[src/rtl/whack_pkg.sv]
// Shared types and constants for the whack-a-mole round sequencer.
package whack_pkg;

    typedef enum logic [1:0] {
        IDLE,
        SHOW,
        GAP,
        DONE
    } state_t;

    localparam int NUM_MOLES = 5;

    // Fibonacci feedback taps for x^5 + x^3 + 1 (bits 4 and 2).
    localparam logic [4:0] LFSR_TAPS = 5'b10100;

    function automatic int ms_div(input int clk_hz);
        return clk_hz / 1000;
    endfunction

endpackage

[src/rtl/ms_tick_gen.sv]
// Prescaler that emits a one-cycle tick every millisecond.
module ms_tick_gen
    import whack_pkg::*;
#(
    parameter int CLK_HZ = 100_000_000
) (
    input  logic i_clk,
    input  logic i_rst_n,
    input  logic i_clr,
    output logic o_tick
);

    localparam int DIV = ms_div(CLK_HZ);
    localparam int CW  = (DIV > 1) ? $clog2(DIV) : 1;

    logic [CW-1:0] r_cnt;
    logic          w_wrap;

    assign w_wrap = (r_cnt == CW'(DIV - 1));
    assign o_tick = w_wrap && !i_clr;

    always_ff @(posedge i_clk or negedge i_rst_n) begin
        if (!i_rst_n) begin
            r_cnt <= '0;
        end else if (i_clr || w_wrap) begin
            r_cnt <= '0;
        end else begin
            r_cnt <= r_cnt + 1'b1;
        end
    end

endmodule

[src/rtl/mole_round_ctrl.sv]
// Whack-a-mole game sequencer: mole select, timed window, hit/miss judging.
module mole_round_ctrl
    import whack_pkg::*;
#(
    parameter int         CLK_HZ    = 100_000_000,
    parameter int         MOLE_MS   = 1000,
    parameter int         GAP_MS    = 250,
    parameter int         ROUNDS    = 30,
    parameter logic [4:0] LFSR_SEED = 5'h1B
) (
    input  logic       MHz100_clk_i,
    input  logic       reset_n_i,
    input  logic       start_i,
    input  logic [4:0] whack_i,
    output logic [4:0] LED_o,
    output logic [4:0] round_o,
    output logic       hit_o,
    output logic       miss_o,
    output logic       busy_o,
    output logic       done_o
);

    localparam int MSW = 16;

    state_t         r_state;
    state_t         w_next;
    logic [4:0]     r_lfsr;
    logic [4:0]     r_whack_q;
    logic [4:0]     r_led;
    logic [4:0]     r_round;
    logic [2:0]     r_prev_idx;
    logic [MSW-1:0] r_ms_cnt;
    logic           r_hit;
    logic           r_miss;
    logic           r_busy;
    logic           r_done;

    logic [4:0]     w_press;
    logic [2:0]     w_raw_idx;
    logic [2:0]     w_idx;
    logic           w_tick;
    logic           w_show_to;
    logic           w_gap_to;
    logic           w_hit;
    logic           w_miss;
    logic           w_enter_show;

    ms_tick_gen #(
        .CLK_HZ (CLK_HZ)
    ) u_tick (
        .i_clk   (MHz100_clk_i),
        .i_rst_n (reset_n_i),
        .i_clr   (r_state == IDLE),
        .o_tick  (w_tick)
    );

    assign w_press   = whack_i & ~r_whack_q;
    assign w_raw_idx = 3'(r_lfsr % NUM_MOLES);

    // Bump to the next mole so the same one never lights twice in a row.
    assign w_idx = (w_raw_idx != r_prev_idx)          ? w_raw_idx :
                   (w_raw_idx == 3'(NUM_MOLES - 1))   ? 3'd0      :
                                                        w_raw_idx + 3'd1;

    assign w_show_to = w_tick && (r_ms_cnt == MSW'(MOLE_MS - 1));
    assign w_gap_to  = w_tick && (r_ms_cnt == MSW'(GAP_MS - 1));

    always_comb begin
        w_next = r_state;
        w_hit  = 1'b0;
        w_miss = 1'b0;
        unique case (r_state)
            IDLE, DONE: begin
                if (start_i) w_next = SHOW;
            end
            SHOW: begin
                if (|w_press) begin
                    w_hit  = |(w_press & r_led);
                    w_miss = ~w_hit;
                    w_next = GAP;
                end else if (w_show_to) begin
                    w_miss = 1'b1;
                    w_next = GAP;
                end
            end
            GAP: begin
                if (w_gap_to) begin
                    w_next = (r_round == 5'(ROUNDS)) ? DONE : SHOW;
                end
            end
            default: w_next = IDLE;
        endcase
    end

    assign w_enter_show = (w_next == SHOW) && (r_state != SHOW);

    always_ff @(posedge MHz100_clk_i or negedge reset_n_i) begin
        if (!reset_n_i) begin
            r_state <= IDLE;
        end else begin
            r_state <= w_next;
        end
    end

    always_ff @(posedge MHz100_clk_i or negedge reset_n_i) begin
        if (!reset_n_i) begin
            r_lfsr     <= LFSR_SEED;
            r_whack_q  <= '0;
            r_led      <= '0;
            r_round    <= '0;
            r_prev_idx <= '0;
            r_ms_cnt   <= '0;
            r_hit      <= 1'b0;
            r_miss     <= 1'b0;
            r_busy     <= 1'b0;
            r_done     <= 1'b0;
        end else begin
            r_lfsr    <= {r_lfsr[3:0], ^(r_lfsr & LFSR_TAPS)};
            r_whack_q <= whack_i;
            r_hit     <= w_hit;
            r_miss    <= w_miss;
            r_busy    <= (w_next == SHOW) || (w_next == GAP);
            r_done    <= (w_next == DONE);
            if (w_next != r_state) begin
                r_ms_cnt <= '0;
            end else if (w_tick) begin
                r_ms_cnt <= r_ms_cnt + 1'b1;
            end
            if (w_enter_show) begin
                r_led      <= 5'b00001 << w_idx;
                r_prev_idx <= w_idx;
                r_round    <= (r_state == GAP) ? r_round + 5'd1 : 5'd1;
            end else if (w_next != SHOW) begin
                r_led <= '0;
            end
        end
    end

    assign LED_o   = r_led;
    assign round_o = r_round;
    assign hit_o   = r_hit;
    assign miss_o  = r_miss;
    assign busy_o  = r_busy;
    assign done_o  = r_done;

endmodule

[config.mk]
export PLATFORM = sky130hd
export DESIGN_NAME = mole_round_ctrl
export DESIGN_NICKNAME = d
export VERILOG_FILES = /design/src/rtl/whack_pkg.sv /design/src/rtl/ms_tick_gen.sv /design/src/rtl/mole_round_ctrl.sv
export SDC_FILE = /design/constraint.sdc
export NUM_CORES = 1
export LEC_CHECK = 0
export CAP_MARGIN = 15
export CORE_UTILIZATION = 55
export CTS_BUF_LIST = sky130_fd_sc_hd__clkbuf_16
export DETAILED_ROUTE_END_ITERATION = 12
export GPL_TIMING_DRIVEN = 0
export PLACE_DENSITY = 0.75
export SKIP_LAST_GASP = 1
export SLEW_MARGIN = 40
export SYNTH_ARGS = -nofsm -noshare
export SYNTH_HDL_FRONTEND = slang
export SYNTH_SLANG_ARGS = --single-unit
[constraint.sdc]
create_clock -name MHz100_clk_i -period 6.1 [get_ports MHz100_clk_i]
set_clock_uncertainty 0.2 [all_clocks]
set_input_delay 0.915 -clock MHz100_clk_i [delete_from_list [all_inputs] [get_ports MHz100_clk_i]]
set_output_delay 0.915 -clock MHz100_clk_i [all_outputs]
set_load 0.01 [all_outputs]
==> impl_metrics.py <==
metrics = {
    "placement": {
        "dpl.hpwl_um": 5644,
        "gp_congestion": 0.9158,
        "portBuffers": 21,
    },
    "cts": {
        "hold_buffers": 0,
        "htreeDepth": 3,
        "post_cts_buffers": 0,
        "clkLatencyLatePin_ns": 0.32,
        "cts_resized": 0,
        "cts-root-buf": "clkbuf_16",
        "cts_tree": "built",
        "path_clk_slew_ns": 0.05,
        "cts_sinks": 62,
        "cts_buffer_depth": 2,
        "cts_inserted_buffers": 9,
    },
    "critical_path": {
        "rr_startpoint": "r_lfsr[3]$_DFF_PN1_",
        "crit_family": "compound AO/OA/AOI/OAI gates",
        "critPathSlowestCell": "dfstp_2",
        "endpoint": "LED_o[1]$_DFFE_PN0P_",
        "r2r-end": "LED_o[1]$_DFFE_PN0P_",
        "start_kind": "register",
        "path_max_fanout": 9,
        "worstPathCellList": "buf_2, nor2_1, inv_1, ha_1, nand2b_1, o21ai_1, and3_1, xnor2_1, inv_1, ha_1, nor2b_1, o32ai_1, a21oi_1, o221ai_1, o2111a_1, a211oi_1, mux2i_1, o2111ai_1, o21ai_0",
        "startpoint": "r_lfsr[3]$_DFF_PN1_",
        "r2r_setup_slack_ns": 0.85,
        "path_buf_inv": 3,
        "slowest_delay_ns": 0.53,
        "reg2regPathDepth": 19,
        "critPathArrivalTime_ns": 5.29,
        "crit_type": "register to register",
        "crit_path_end_kind": "register",
        "crit_cells": 19,
        "critPathRequiredTime_ns": 6.13,
    },
    "finish": {
        "final_cell_mix": "58 x dfrtp_1, 58 x nor2_1, 35 x nand2_1",
        "syn2layout_area_growth_pct": 16.26,
        "final_nets": 458,
        "layout-drive-gt1-share_pct": 5.479,
        "final_core_util_pct": 66.54,
        "diodes": 0,
    },
    "sta": {
        "fmax_mhz": 190.3,
        "relSlewSlack_pct": 59.70,
        "rsz0062_at_grt": "false",
        "hold_viol_final": 0,
        "whs_ns": 0.1788,
        "setup_tns_ns": 0,
        "period_share_pct": 86.14,
        "slew_viol_final": 0,
        "finalSetupViolCount": 0,
        "min_period_ns": 5.255,
        "tightest_slew_ns": 0.6045,
    },
    "routing": {
        "drt_wl_total_um": 7844,
        "vias_per_cell": 5.967,
        "antenna_left": 0,
        "vias": 3073,
        "firstDrtPassIters": 5,
        "avgRoutedWirePerCell_um": 15.23,
        "dr.first_iter.drc_count": 149,
        "drc": 0,
    },
    "die": {
        "core_area_sq_mm": 0.006386,
        "fp.dieH_um": 83.52,
        "fp.dieW_um": 83.52,
        "fp-row-count": 29,
        "die-area_sq_mm": 0.006975,
        "start_util_pct": 57.23,
        "io_pins": 22,
    },
    "power": {
        "p_leak_nw": 1.827,
        "p_per_area_mw_per_mm2": 339.6,
        "irDropWorstVdd_uv": 298.8,
    },
    "synthesis": {
        "synth-seq-cells": 62,
        "ys_warn_count": 0,
        "synth.yosys.seq_area_share_pct": 42.59,
        "synth_cells": 402,
        "synth_top_area_cell": "dfrtp_1",
        "avgSynthCellArea_sq_um": 9.091,
        "synth_cell_types": 65,
        "async_reset_ff_share_pct": 100.0,
        "netlist_area_sq_mm": 0.003655,
        "syn_nets": 425,
        "synth_top_area_share_pct": 39.71,
        "ys.flop_type": "dfrtp_1",
        "synth_edf_count": 0,
        "synthTopCellsByArea": "dfrtp_1 40%, nor2_1 6.0%, xor2_1 5.5%",
    },
    "global_routing": {
        "antenna_found_initial": 0,
        "grt_usage_pct": 24.35,
        "overflow": 0,
        "grt-busiest-layer": "met2",
        "grt_pass1_vias": 2928,
        "gr-usage-met1_pct": 32.47,
        "grtUsageMet3_pct": 4.748,
        "grt_pass1_wl_um": 13590,
        "grt_max_degree": 44,
        "grtUsageMet2_pct": 39.64,
    },
    "worst_hold_path": {
        "hold_class": "register to register",
    },
    "outcome": {
        "status": "finished, final reports clean",
    },
    "flow_run": {
        "drv_cap": 0,
    },
}
state kept, by name (all words and copies together), names as in the netlist, 2 cells and up:
name	cells
r_whack_q	5
r_prev_idx	3
LED_o	5
r_lfsr	5
r_state	2
u_tick.r_cnt	17
round_o	5
r_ms_cnt	16
cell families (layout without fill, tap and decap cells):
| group | count (synthesis) | after routing | synth area share, % |
|---|---|---|---|
| DFF | 62 | 62 | 42.59 |
| xor gates and xnor gates | 30 | 30 | 7.189 |
| adders and majority gates | 15 | 15 | 5.135 |
| muxes | 4 | 4 | 1.096 |
| AOI/OAI and AO/OA | 74 | 74 | 15.44 |
| and+or+nand+nor | 188 | 188 | 25.40 |
| buffers and inverters | 29 | 65 | 3.150 |
stage by stage:
step           cell area, sq um  power, mW  setup WS [ns]  std cells
4_1_cts                    4249      1.453         0.8696        515
3_5_place_dp               3979     0.9798         0.9202        501
5_1_grt                    4249      1.534         0.3570        515
2_1_floorplan              3655     0.8177          1.525        402
6_report                   4249      1.443         0.8455        515
3_3_place_gp               3961     0.9680          1.019        500
area by class of cell:
type	instances	area, sq um
Fill cell	545	2137
Multi-Input combinational cell	311	1983
Sequential cell	62	1556
Timing Repair Buffer	22	227.7
Clock buffer	9	225.2
Tap cell	77	96.34
Inverter	21	78.83
Clock inverter	5	45.04
Buffer	8	36.28
layer usage:
| metal | part of all wire, % | wire, um |
|---|---|---|
| met3 | 3.7 | 289 |
| met2 | 48 | 3737 |
| met5 | 0 | 0 |
| met4 | 1.1 | 89 |
| met1 | 48 | 3727 |
Yosys cell counts, types with 2 or more instances:
cell and instances:
o2111ai_1 3, a22o_1 3, a211o_1 2, a221oi_1 2
a21oi_1 10, a2111oi_0 2, o21a_1 2, or4_1 3
nor3_1 10, a21o_1 5, or2_1 2, o21ai_0 12
nand3b_1 2, o31ai_1 2, nor4_1 2, and3_1 9
nand3_1 25, nand2b_1 6, o32ai_1 2, dfrtp_1 58
nand2_1 35, o22ai_1 2, o21ai_1 3, inv_1 20
dfstp_2 4, a211oi_1 2, and2_1 3, nand4_1 14
buf_2 2, nand4b_1 2, nor4b_1 2, clkbuf_1 5
xor2_1 23, mux2i_1 4, o311a_1 3, ha_1 15
nor2b_1 10, xnor2_1 7, nor2_1 58
worst register-to-register path, stage by stage (launching register included):
cell and delay, ns:
dfstp_2 0.53, buf_2 0.20, nor2_1 0.08, inv_1 0.06, ha_1 0.27, nand2b_1 0.16, o21ai_1 0.33, and3_1 0.30
xnor2_1 0.13, inv_1 0.13, ha_1 0.31, nor2b_1 0.27, o32ai_1 0.13, a21oi_1 0.17, o221ai_1 0.30, o2111a_1 0.34
a211oi_1 0.48, mux2i_1 0.40, o2111ai_1 0.19, o21ai_0 0.20
how the worst min path moves through the flow:
| stage | start | end | slack, ns | depth (start not counted) |
|---|---|---|---|---|
| 4_1_cts | r_lfsr[3]$_DFF_PN1_ | r_lfsr[4]$_DFF_PN1_ | 0.18 | 0 |
| 5_1_grt | r_lfsr[3]$_DFF_PN1_ | r_lfsr[4]$_DFF_PN1_ | 0.19 | 0 |
| 6_report | r_lfsr[3]$_DFF_PN1_ | r_lfsr[4]$_DFF_PN1_ | 0.18 | 0 |
| 2_1_floorplan | r_lfsr[3]$_DFF_PN1_ | r_lfsr[4]$_DFF_PN1_ | 0.15 | 0 |
| 3_3_place_gp | r_lfsr[3]$_DFF_PN1_ | r_lfsr[4]$_DFF_PN1_ | 0.15 | 0 |
| 3_5_place_dp | r_lfsr[3]$_DFF_PN1_ | r_lfsr[4]$_DFF_PN1_ | 0.16 | 0 |
report_power, final:
group	total, mW	switching [mW]	internal (mW)
Combinational	0.468	0.297	0.171
Clock	0.465	0.161	0.305
Sequential	0.510	0.0488	0.461
(Power assumes the default switching activity.)
